===== config.mk =====
export PLATFORM = sky130hd
export DESIGN_NAME = top2_frame_accum_flat
export DESIGN_NICKNAME = d
export VERILOG_FILES = /design/src/rtl/top2_frame_accum_if.sv /design/src/rtl/top2_frame_accum.sv /design/src/flat_wrapper.sv
export SDC_FILE = /design/constraint.sdc
export NUM_CORES = 1
export LEC_CHECK = 0
export CORE_MARGIN = 3
export CORE_UTILIZATION = 40
export DETAILED_ROUTE_END_ITERATION = 6
export HOLD_SLACK_MARGIN = 0.03
export SYNTH_ARGS = -nofsm -noshare
export SYNTH_HDL_FRONTEND = slang
export SYNTH_SLANG_ARGS = --single-unit

===== constraint.sdc =====
create_clock -name clk -period 7.74 [get_ports clk]
set_clock_uncertainty 0.1 [all_clocks]
set_input_delay 1.935 -clock clk [delete_from_list [all_inputs] [get_ports clk]]
set_output_delay 1.935 -clock clk [all_outputs]
set_load 0.005 [all_outputs]

===== src/rtl/top2_frame_accum_if.sv =====
// Bundle for the frame top-2 accumulator: sample stream in, the lane bus to and from
// the external 4-input top-2 compare stage, and the frame result stream out.
interface top2_frame_accum_if;
  logic              in_valid;
  logic              in_ready;
  logic signed [7:0] in_data;
  logic              in_last;

  logic signed [7:0] cmp_data_0;
  logic signed [7:0] cmp_data_1;
  logic signed [7:0] cmp_data_2;
  logic signed [7:0] cmp_data_3;
  logic [7:0]        cmp_ID_0;
  logic [7:0]        cmp_ID_1;
  logic [7:0]        cmp_ID_2;
  logic [7:0]        cmp_ID_3;
  logic signed [7:0] cmp_max_data_0;
  logic signed [7:0] cmp_max_data_1;
  logic [7:0]        cmp_max_ID_0;
  logic [7:0]        cmp_max_ID_1;

  logic              out_valid;
  logic              out_ready;
  logic signed [7:0] out_max_data_0;
  logic signed [7:0] out_max_data_1;
  logic [7:0]        out_max_ID_0;
  logic [7:0]        out_max_ID_1;
  logic [7:0]        out_count;
  logic              out_trunc;

  // Both streams are valid/ready: a transfer happens on a rising edge where valid and
  // ready are both high; valid and its payload hold steady until that transfer.
  modport slave (
    input  in_valid, in_data, in_last,
    output in_ready,
    output cmp_data_0, cmp_data_1, cmp_data_2, cmp_data_3,
    output cmp_ID_0, cmp_ID_1, cmp_ID_2, cmp_ID_3,
    input  cmp_max_data_0, cmp_max_data_1, cmp_max_ID_0, cmp_max_ID_1,
    output out_valid,
    input  out_ready,
    output out_max_data_0, out_max_data_1, out_max_ID_0, out_max_ID_1,
    output out_count, out_trunc
  );

  modport master (
    output in_valid, in_data, in_last,
    input  in_ready,
    input  cmp_data_0, cmp_data_1, cmp_data_2, cmp_data_3,
    input  cmp_ID_0, cmp_ID_1, cmp_ID_2, cmp_ID_3,
    output cmp_max_data_0, cmp_max_data_1, cmp_max_ID_0, cmp_max_ID_1,
    input  out_valid,
    output out_ready,
    input  out_max_data_0, out_max_data_1, out_max_ID_0, out_max_ID_1,
    input  out_count, out_trunc
  );
endinterface


===== src/rtl/top2_frame_accum.sv =====
// Frame top-2 accumulator: gathers samples four at a time into compare lanes, merges each
// group's top-2 (from the external compare stage) into a running pair, emits one result per frame.
module top2_frame_accum (
    input  logic                clk,
    input  logic                rst,
    top2_frame_accum_if.slave   bus,
    output logic [1:0]          dbg_state
);
    typedef enum logic [1:0] {COLLECT = 2'd0, CMP = 2'd1, OUT = 2'd2} state_t;

    localparam logic signed [7:0] PAD_DATA = 8'sh80;
    localparam logic [7:0]        PAD_ID   = 8'hFF;

    state_t            state;
    logic [7:0]        count;
    logic signed [7:0] lane_data [4];
    logic [7:0]        lane_id [4];
    logic signed [7:0] r0, r1;
    logic [7:0]        id0, id1;
    logic              frame_end;
    logic              trunc_pend;
    logic              in_ready_q;
    logic              out_valid_q;
    logic signed [7:0] out_d0, out_d1;
    logic [7:0]        out_i0, out_i1;
    logic [7:0]        out_cnt;
    logic              out_trc;

    logic [1:0]        lane;
    logic              accept;
    logic              limit_hit;
    logic              end_now;
    logic signed [7:0] new_r0, new_r1;
    logic [7:0]        new_id0, new_id1;

    assign lane      = count[1:0];
    assign accept    = bus.in_valid && in_ready_q;
    assign limit_hit = (count == 8'd254);
    assign end_now   = bus.in_last || limit_hit;

    // Strictly larger wins; an equal value wins only against a padding entry, so a real
    // -128 sample displaces the (-128, FF) padding entry the running pair starts from.
    function automatic logic beats(input logic signed [7:0] a, input logic [7:0] aid,
                                   input logic signed [7:0] b, input logic [7:0] bid);
        return (a > b) || ((a == b) && (bid == PAD_ID) && (aid != PAD_ID));
    endfunction

    always_comb begin
        new_r0  = r0;
        new_id0 = id0;
        new_r1  = r1;
        new_id1 = id1;
        if (beats(bus.cmp_max_data_0, bus.cmp_max_ID_0, r0, id0)) begin
            new_r0  = bus.cmp_max_data_0;
            new_id0 = bus.cmp_max_ID_0;
            if (beats(bus.cmp_max_data_1, bus.cmp_max_ID_1, r0, id0)) begin
                new_r1  = bus.cmp_max_data_1;
                new_id1 = bus.cmp_max_ID_1;
            end else begin
                new_r1  = r0;
                new_id1 = id0;
            end
        end else if (beats(bus.cmp_max_data_0, bus.cmp_max_ID_0, r1, id1)) begin
            new_r1  = bus.cmp_max_data_0;
            new_id1 = bus.cmp_max_ID_0;
        end
    end

    always_ff @(posedge clk or posedge rst) begin
        if (rst) begin
            state       <= COLLECT;
            count       <= 8'd0;
            for (int i = 0; i < 4; i++) begin
                lane_data[i] <= PAD_DATA;
                lane_id[i]   <= PAD_ID;
            end
            r0          <= PAD_DATA;
            r1          <= PAD_DATA;
            id0         <= PAD_ID;
            id1         <= PAD_ID;
            frame_end   <= 1'b0;
            trunc_pend  <= 1'b0;
            in_ready_q  <= 1'b0;
            out_valid_q <= 1'b0;
            out_d0      <= 8'sd0;
            out_d1      <= 8'sd0;
            out_i0      <= 8'd0;
            out_i1      <= 8'd0;
            out_cnt     <= 8'd0;
            out_trc     <= 1'b0;
        end else begin
            case (state)
                COLLECT: begin
                    in_ready_q <= 1'b1;
                    if (accept) begin
                        lane_data[lane] <= bus.in_data;
                        lane_id[lane]   <= count;
                        count           <= count + 8'd1;
                        if (lane == 2'd3 || end_now) begin
                            state      <= CMP;
                            in_ready_q <= 1'b0;
                            frame_end  <= end_now;
                            trunc_pend <= limit_hit && !bus.in_last;
                        end
                    end
                end
                CMP: begin
                    r0  <= new_r0;
                    r1  <= new_r1;
                    id0 <= new_id0;
                    id1 <= new_id1;
                    if (frame_end) begin
                        state       <= OUT;
                        out_valid_q <= 1'b1;
                        out_d0      <= new_r0;
                        out_d1      <= new_r1;
                        out_i0      <= new_id0;
                        out_i1      <= new_id1;
                        out_cnt     <= count;
                        out_trc     <= trunc_pend;
                    end else begin
                        state      <= COLLECT;
                        in_ready_q <= 1'b1;
                        for (int i = 0; i < 4; i++) begin
                            lane_data[i] <= PAD_DATA;
                            lane_id[i]   <= PAD_ID;
                        end
                    end
                end
                OUT: begin
                    if (bus.out_ready) begin
                        state       <= COLLECT;
                        out_valid_q <= 1'b0;
                        in_ready_q  <= 1'b1;
                        count       <= 8'd0;
                        r0          <= PAD_DATA;
                        r1          <= PAD_DATA;
                        id0         <= PAD_ID;
                        id1         <= PAD_ID;
                        for (int i = 0; i < 4; i++) begin
                            lane_data[i] <= PAD_DATA;
                            lane_id[i]   <= PAD_ID;
                        end
                    end
                end
                default: state <= COLLECT;
            endcase
        end
    end

    assign bus.in_ready       = in_ready_q;
    assign bus.out_valid      = out_valid_q;
    assign bus.cmp_data_0     = lane_data[0];
    assign bus.cmp_data_1     = lane_data[1];
    assign bus.cmp_data_2     = lane_data[2];
    assign bus.cmp_data_3     = lane_data[3];
    assign bus.cmp_ID_0       = lane_id[0];
    assign bus.cmp_ID_1       = lane_id[1];
    assign bus.cmp_ID_2       = lane_id[2];
    assign bus.cmp_ID_3       = lane_id[3];
    assign bus.out_max_data_0 = out_d0;
    assign bus.out_max_data_1 = out_d1;
    assign bus.out_max_ID_0   = out_i0;
    assign bus.out_max_ID_1   = out_i1;
    assign bus.out_count      = out_cnt;
    assign bus.out_trunc      = out_trc;
    assign dbg_state          = state;
endmodule

===== src/flat_wrapper.sv =====
// flat-port wrapper written by rule: the top's interface ports become plain ports
module top2_frame_accum_flat 
  (clk, rst, dbg_state, bus_in_valid, bus_in_data, bus_in_last, bus_in_ready, bus_cmp_data_0, bus_cmp_data_1, bus_cmp_data_2, bus_cmp_data_3, bus_cmp_ID_0, bus_cmp_ID_1, bus_cmp_ID_2, bus_cmp_ID_3, bus_cmp_max_data_0, bus_cmp_max_data_1, bus_cmp_max_ID_0, bus_cmp_max_ID_1, bus_out_valid, bus_out_ready, bus_out_max_data_0, bus_out_max_data_1, bus_out_max_ID_0, bus_out_max_ID_1, bus_out_count, bus_out_trunc);
  top2_frame_accum_if bus_i ();
  input  logic clk;
  input  logic rst;
  output logic [1:0] dbg_state;
  input wire logic [$bits(bus_i.in_valid)-1:0] bus_in_valid;
  input wire logic [$bits(bus_i.in_data)-1:0] bus_in_data;
  input wire logic [$bits(bus_i.in_last)-1:0] bus_in_last;
  output wire logic [$bits(bus_i.in_ready)-1:0] bus_in_ready;
  output wire logic [$bits(bus_i.cmp_data_0)-1:0] bus_cmp_data_0;
  output wire logic [$bits(bus_i.cmp_data_1)-1:0] bus_cmp_data_1;
  output wire logic [$bits(bus_i.cmp_data_2)-1:0] bus_cmp_data_2;
  output wire logic [$bits(bus_i.cmp_data_3)-1:0] bus_cmp_data_3;
  output wire logic [$bits(bus_i.cmp_ID_0)-1:0] bus_cmp_ID_0;
  output wire logic [$bits(bus_i.cmp_ID_1)-1:0] bus_cmp_ID_1;
  output wire logic [$bits(bus_i.cmp_ID_2)-1:0] bus_cmp_ID_2;
  output wire logic [$bits(bus_i.cmp_ID_3)-1:0] bus_cmp_ID_3;
  input wire logic [$bits(bus_i.cmp_max_data_0)-1:0] bus_cmp_max_data_0;
  input wire logic [$bits(bus_i.cmp_max_data_1)-1:0] bus_cmp_max_data_1;
  input wire logic [$bits(bus_i.cmp_max_ID_0)-1:0] bus_cmp_max_ID_0;
  input wire logic [$bits(bus_i.cmp_max_ID_1)-1:0] bus_cmp_max_ID_1;
  output wire logic [$bits(bus_i.out_valid)-1:0] bus_out_valid;
  input wire logic [$bits(bus_i.out_ready)-1:0] bus_out_ready;
  output wire logic [$bits(bus_i.out_max_data_0)-1:0] bus_out_max_data_0;
  output wire logic [$bits(bus_i.out_max_data_1)-1:0] bus_out_max_data_1;
  output wire logic [$bits(bus_i.out_max_ID_0)-1:0] bus_out_max_ID_0;
  output wire logic [$bits(bus_i.out_max_ID_1)-1:0] bus_out_max_ID_1;
  output wire logic [$bits(bus_i.out_count)-1:0] bus_out_count;
  output wire logic [$bits(bus_i.out_trunc)-1:0] bus_out_trunc;
  assign bus_i.in_valid = bus_in_valid;
  assign bus_i.in_data = bus_in_data;
  assign bus_i.in_last = bus_in_last;
  assign bus_in_ready = bus_i.in_ready;
  assign bus_cmp_data_0 = bus_i.cmp_data_0;
  assign bus_cmp_data_1 = bus_i.cmp_data_1;
  assign bus_cmp_data_2 = bus_i.cmp_data_2;
  assign bus_cmp_data_3 = bus_i.cmp_data_3;
  assign bus_cmp_ID_0 = bus_i.cmp_ID_0;
  assign bus_cmp_ID_1 = bus_i.cmp_ID_1;
  assign bus_cmp_ID_2 = bus_i.cmp_ID_2;
  assign bus_cmp_ID_3 = bus_i.cmp_ID_3;
  assign bus_i.cmp_max_data_0 = bus_cmp_max_data_0;
  assign bus_i.cmp_max_data_1 = bus_cmp_max_data_1;
  assign bus_i.cmp_max_ID_0 = bus_cmp_max_ID_0;
  assign bus_i.cmp_max_ID_1 = bus_cmp_max_ID_1;
  assign bus_out_valid = bus_i.out_valid;
  assign bus_i.out_ready = bus_out_ready;
  assign bus_out_max_data_0 = bus_i.out_max_data_0;
  assign bus_out_max_data_1 = bus_i.out_max_data_1;
  assign bus_out_max_ID_0 = bus_i.out_max_ID_0;
  assign bus_out_max_ID_1 = bus_i.out_max_ID_1;
  assign bus_out_count = bus_i.out_count;
  assign bus_out_trunc = bus_i.out_trunc;
  top2_frame_accum u_core (.clk(clk), .rst(rst), .bus(bus_i), .dbg_state(dbg_state));
endmodule

# Yosys cells after proc, flatten, opt, wreduce, memory -nomap -nowiden

Index checks and enable logic that the tools add are counted.

Register bits: 151
Input bits: 45
Output and inout port bits: 109
Word-level logic and storage cells: 116

Add/subtract/negate cells: 1
Magnitude comparators: 5
Equality and inequality tests: 16
Multiplexer cells: 42
Bitwise logic cells: 1
Reduce and logical (&&, ||, !) cells: 27

Operator list:

| cell                                          | count |
|---|---|
| 2-to-1 mux 32 bit                             | 6 |
| case mux 32 bit (3 select lines)              | 2 |
| 2-to-1 mux 8 bit                              | 13 |
| case mux 8 bit (2 select lines)               | 5 |
| bitwise mux 32 bit                            | 2 |
| == test 8 bit                                 | 3 |
| == test 8 bit, second input constant          | 3 |
| > comparator 8 bit                            | 3 |
| demux 8 bit (select 2 bit)                    | 1 |
| != test 8 bit, second input constant          | 2 |
| AND reduction 3 bit                           | 5 |
| logical AND 1 bit                             | 9 |
| adder 8 x 1 -> 8 bit, second input constant   | 1 |
| 2-to-1 mux 2 bit                              | 4 |
| 2-to-1 mux 1 bit                              | 6 |
| != test 2 x 1 -> 1 bit, second input constant | 3 |
| case mux 2 bit (3 select lines)               | 1 |
| logical OR 1 bit                              | 5 |
| == test 2 bit, second input constant          | 2 |
| != test 2 bit, second input constant          | 2 |
| AND reduction 2 bit                           | 2 |
| AND reduction 4 bit                           | 1 |
| nonzero test 2 bit                            | 2 |
| >= comparator 3 bit, second input constant    | 1 |
| other kinds (8)                               | 8 |

# Depth between registers and ports, before layout

Word-level depth: 8
Depth in mapped cells: 10
Mapped depth without buffers: 8

# Worst setup path before layout

No wires, ideal clock.

Path type: in2reg
Start point: input bus_cmp_max_data_0[2]
End point: register u_core.r1[2]
Setup time: 0.122 ns
Arrival: 3.723 ns
Data required time: 7.518 ns
Setup slack: 3.795 ns
Stages on the path: 9
Path through: ha_1 -> and3_1 -> a31o_1 -> a211oi_2 -> or2_1 -> buf_2 -> buf_2 -> o221ai_1 -> a32o_1

Cells in the longest elaborated chain, start to end: 7
Elaborated cells on any way between the ends: 13
Classes of those cells: order compare (2); eq/ne (2); mux (3); reduce/logical (6)

RTL lines:

| element                                                                    | line                    | RTL |
|---|---|---|
| start: declaration                                                         | flat_wrapper.sv:20      | `input wire logic [$bits(bus_i.cmp_max_data_0)-1:0] bus_cmp_max_data_0;` |
| parallel branches: the longest is 5 deep, another holds > comparator 8 bit | --                      |  |
| 2-to-1 mux 8 bit *                                                         | top2_frame_accum.sv:53  | `if (beats(bus.cmp_max_data_0, bus.cmp_max_ID_0, r0, id0)) begin` |
| case mux 8 bit (2 select lines) *                                          | top2_frame_accum.sv:92  | `case (state)` |
| end signal: assignment                                                     | top2_frame_accum.sv:109 | `r1 <= new_r1;` |
| end: declaration                                                           | top2_frame_accum.sv:18  | `logic signed [7:0] r0, r1;` |

Every way passes the cells marked *.
A chain may end at the register's enable or synchronous reset.

# Final worst setup path

Start point: input bus_cmp_max_data_0[0]
End point: register u_core.r0[1]

Cells in the longest elaborated chain, start to end: 6
Elaborated cells on any way between the ends: 7
Classes of those cells: order compare (1); eq/ne (1); mux (2); reduce/logical (3)

RTL lines:

| element                                                                    | line                    | RTL |
|---|---|---|
| parallel branches: the longest is 3 deep, another holds > comparator 8 bit | --                      |  |
| logical OR 1 bit *                                                         | top2_frame_accum.sv:45  | `return (a > b) \|\| ((a == b) && (bid == PAD_ID) && (aid != PAD_ID));` |
| 2-to-1 mux 8 bit *                                                         | top2_frame_accum.sv:53  |  |
| case mux 8 bit (2 select lines) *                                          | top2_frame_accum.sv:92  |  |
| end signal: assignment                                                     | top2_frame_accum.sv:108 | `r0 <= new_r0;` |
| end: declaration                                                           | top2_frame_accum.sv:18  |  |

Marks and branches as above.

==> impl_metrics.csv <==
group,metric,value,unit
critical_path,crit_family,"buffers and inverters",
grt,grt.overflow.total,0,
logic_synthesis,synth.avg_cell_area,10.1,µm²
logic_synthesis,synth-seq-area-share,0.498,
placed_design,gpl.final_weighted_congestion,0.845,
cts,cts_root_buffer,"sky130_fd_sc_hd__clkbuf_16",
die,fp.dieArea,0.0209,mm²
timing,finalCritPeriodShare,0.602,
logic_synthesis,synth_cells,760,
final_layout,layout-drive-gt1-share,0.129,
power,power-per-cell-area,444,mW/mm²
timing,final.hold.worst_slack,0.379,ns
timing,fin_crit,4.66,ns
routing,drt_drc_violations_left,0,
critical_path,timing.critical_path.buf_inv,3,
final_layout,fin_nets,977,
die,rows,50,
critical_path,slowest_stage_delay_cp,0.59,ns
grt,gr-usage-all-layers,0.213,
timing,timing_worst_slew_pin_value,1.13,ns
logic_synthesis,synth_ff_type,"sky130_fd_sc_hd__dfrtp_1",
routing,drt_wl_total,21800,µm
routing,drt_pre_antenna_iters,5,
die,die_y,144,µm
grt,number_of_global_route_vias_before_repair,6643,
critical_path,criticalPathCategory,"input pin to register",
routing,routedWlPerCell,19.1,µm
placed_design,cell_count_after_placement,1111,
die,floorplan.initialDensity,0.409,
placed_design,postPlaceCellArea,0.00935,mm²
critical_path,cp.arrival,4.87,ns
critical_path,cp_max_fo,33,
die,std_cell_core_area,0.0188,mm²
timing,max_freq,214,MHz
logic_synthesis,postSynthRegisterBits,150,
timing,totalNegativeSetupSlack,0,ns
die,die_width,144,µm
logic_synthesis,synthesized_net_count,841,
logic_synthesis,total_standard_cell_area_after_synthesis,0.00767,mm²
logic_synthesis,synthDistinctLibCells,59,
timing,grt_setup_unrepaired,"false",
final_layout,fin_util,0.531,
routing,route.detailed.vias_per_inst,5.75,
critical_path,crit_cells,10,
logic_synthesis,ys_top_cells_by_area,"sky130_fd_sc_hd__dfrtp_1 (32%), sky130_fd_sc_hd__dfstp_2 (18%), sky130_fd_sc_hd__ha_1 (5.9%)",
cts,clock_tree.buffer_depth,2,
timing,timing.final.setup_violations,0,
critical_path,setup.worst_path.start_class,"input pin",
hold_path,whs_path_depth,2,
routing,dr_total_vias,6576,
critical_path,required,7.95,ns
timing,final_hold_viol_count,0,
cts,ctsHtreeMaxLevel,4,
logic_synthesis,synth_edf_count,0,
timing,worst_slew_margin_rel,0.241,
critical_path,type_of_element_capturing_the_critical_path,"register",
critical_path,path_depth_of_the_worst_reg2reg_path,8,
final_layout,antenna_cells,0,
cts,tritoncts_num_sinks,150,
placed_design,dpl_worst_slack,2.61,ns
final_layout,final_design_area_no_fill,0.00996,mm²
cts,cts_hold_repair.buffers,0,
grt,largest_net_degree_at_the_start_of_global_routing,90,
job,max-cap-violations,0,
cts,cts_post_setup_buffers_inserted,0,
cts,post_cts_clock_slew_at_the_launch_and_capture_registers_of_the_worst_setup_and_hold_paths,0.06,ns
logic_synthesis,yosys.area.top_type,"sky130_fd_sc_hd__dfrtp_1",
placed_design,hpwlAfterDp,16100,µm
cts,cts-buffers-inserted,17,
outcome,run_status,"complete, no violations",
routing,final_antenna_net_count,0,
critical_path,critPathSlowestCell,"sky130_fd_sc_hd__clkdlybuf4s50_1",
placed_design,port_buffers,153,
cts,clkLatencyLatePin,0.42,ns
critical_path,path_cells,"clkdlybuf4s50_1 -> inv_1 -> ha_1 -> and3_1 -> a31o_1 -> a211oi_2 -> or2_1 -> buf_4 -> nor2_1 -> a22o_1",
power,worst_ir_drop_vdd,0.199,mV
timing,final-max-slew-violation-count,0,
cts,tritoncts,"done",
grt,wire_length_of_the_first_global_routing_pass,35000,µm
power,total_power,4.42,mW
logic_synthesis,yosysMostFrequentCell,"sky130_fd_sc_hd__nand2_1",
timing,layout_setup_ws,3.08,ns
grt,antenna_violations_before_repair,0,
die,ioPinCount,154,
logic_synthesis,synth_top_area_frac,0.317,
routing,initialDrtViolationCount,277,
final_layout,flow.area_growth_from_synthesis,29.9,%
logic_synthesis,yosys_warnings,0,
logic_synthesis,async_flop_share,1.00,
power,leakagePower,4.25,nW
cts,post_cts_resized,0,
logic_synthesis,post_synth_most_frequent_cells,"sky130_fd_sc_hd__nand2_1 (111), sky130_fd_sc_hd__dfrtp_1 (97), sky130_fd_sc_hd__nor2_1 (68)",
hold_path,hold_class,"register to register",
final_layout,final_cells,1143,
-- cell type report --
class / instances / area (µm²)
clock inverter: 12 / 150
sequential: 150 / 3820
multi-input combinational: 540 / 3550
inverter: 27 / 106
timing repair buffer: 160 / 1580
clock buffer: 20 / 457
tap: 234 / 293
fill: 1678 / 8810
-- placed cells by master, fill, tap and decap left out, types with 7 or more instances in the layout --
cell	instances
sky130_fd_sc_hd__a21oi_1	33
sky130_fd_sc_hd__a221oi_1	24
sky130_fd_sc_hd__a22o_1	39
sky130_fd_sc_hd__a31oi_1	17
sky130_fd_sc_hd__and2_1	13
sky130_fd_sc_hd__buf_4	7
sky130_fd_sc_hd__clkbuf_16	17
sky130_fd_sc_hd__clkdlybuf4s50_1	153
sky130_fd_sc_hd__dfrtp_1	97
sky130_fd_sc_hd__dfstp_2	53
sky130_fd_sc_hd__ha_1	36
sky130_fd_sc_hd__inv_1	26
sky130_fd_sc_hd__mux2i_1	10
sky130_fd_sc_hd__nand2_1	111
sky130_fd_sc_hd__nand3_1	7
sky130_fd_sc_hd__nand4_1	7
sky130_fd_sc_hd__nor2_1	68
sky130_fd_sc_hd__o211ai_1	14
sky130_fd_sc_hd__o21ai_0	42
sky130_fd_sc_hd__o221ai_1	12
sky130_fd_sc_hd__o22a_1	13
-- final timing paths --
check | startpoint | end | slack, ns
setup / recovery | bus_cmp_max_data_0[0] | u_core.r0[1] | 3.08
hold / removal | u_core.trunc_pend | u_core.bus.out_trunc | 0.38
setup reg to reg | u_core.r0[7] | u_core.bus.out_max_ID_1[4] | 4.41
hold reg to reg | u_core.trunc_pend | u_core.bus.out_trunc | 0.38
max in group asynchronous | rst | u_core.count[6] | 4.26
min in group asynchronous | rst | u_core.bus.out_count[4] | 1.97
-- power breakdown --
part / switching [mW] / internal (mW) / leakage, nW
Combinational: 1.09 / 0.993 / 2.21
Sequential: 0.260 / 1.22 / 1.74
Clock: 0.330 / 0.523 / 0.292
-- worst reg2reg max path: cells and delay by family, from the launching register on --
| kind | cells | cell delay [ns] |
|---|---|---|
| AO/OA/AOI/OAI | 3 | 1.17 |
| AND/OR/NAND/NOR | 3 | 0.94 |
| buffers and inverters | 1 | 0.11 |
| flip-flops | 1 | 0.57 |
| adder cells (fa/ha/maj) | 1 | 0.34 |
-- cells by family (layout without fill, tap and decap cells) --
logic type,Yosys count,after routing,share of synthesized area
AOI/OAI and AO/OA,249,249,0.246
and+or+nand+nor,242,242,0.140
DFF,150,150,0.498
buffers and inverters,70,219,0.0392
adders and majority gates,36,36,0.0587
muxes,13,13,0.0175
-- per-layer routing --
| layer | up-vias | wire length [µm] | global-route usage |
|---|---|---|---|
| met4 | 0 | 519 | 0.0815 |
| met2 | 245 | 10500 | 0.348 |
| li1 | 3069 | - | - |
| met5 | - | 0 | 0 |
| met1 | 3229 | 9600 | 0.281 |
| met3 | 33 | 1240 | 0.0384 |
Note: power is estimated with default switching activity, not from simulation.
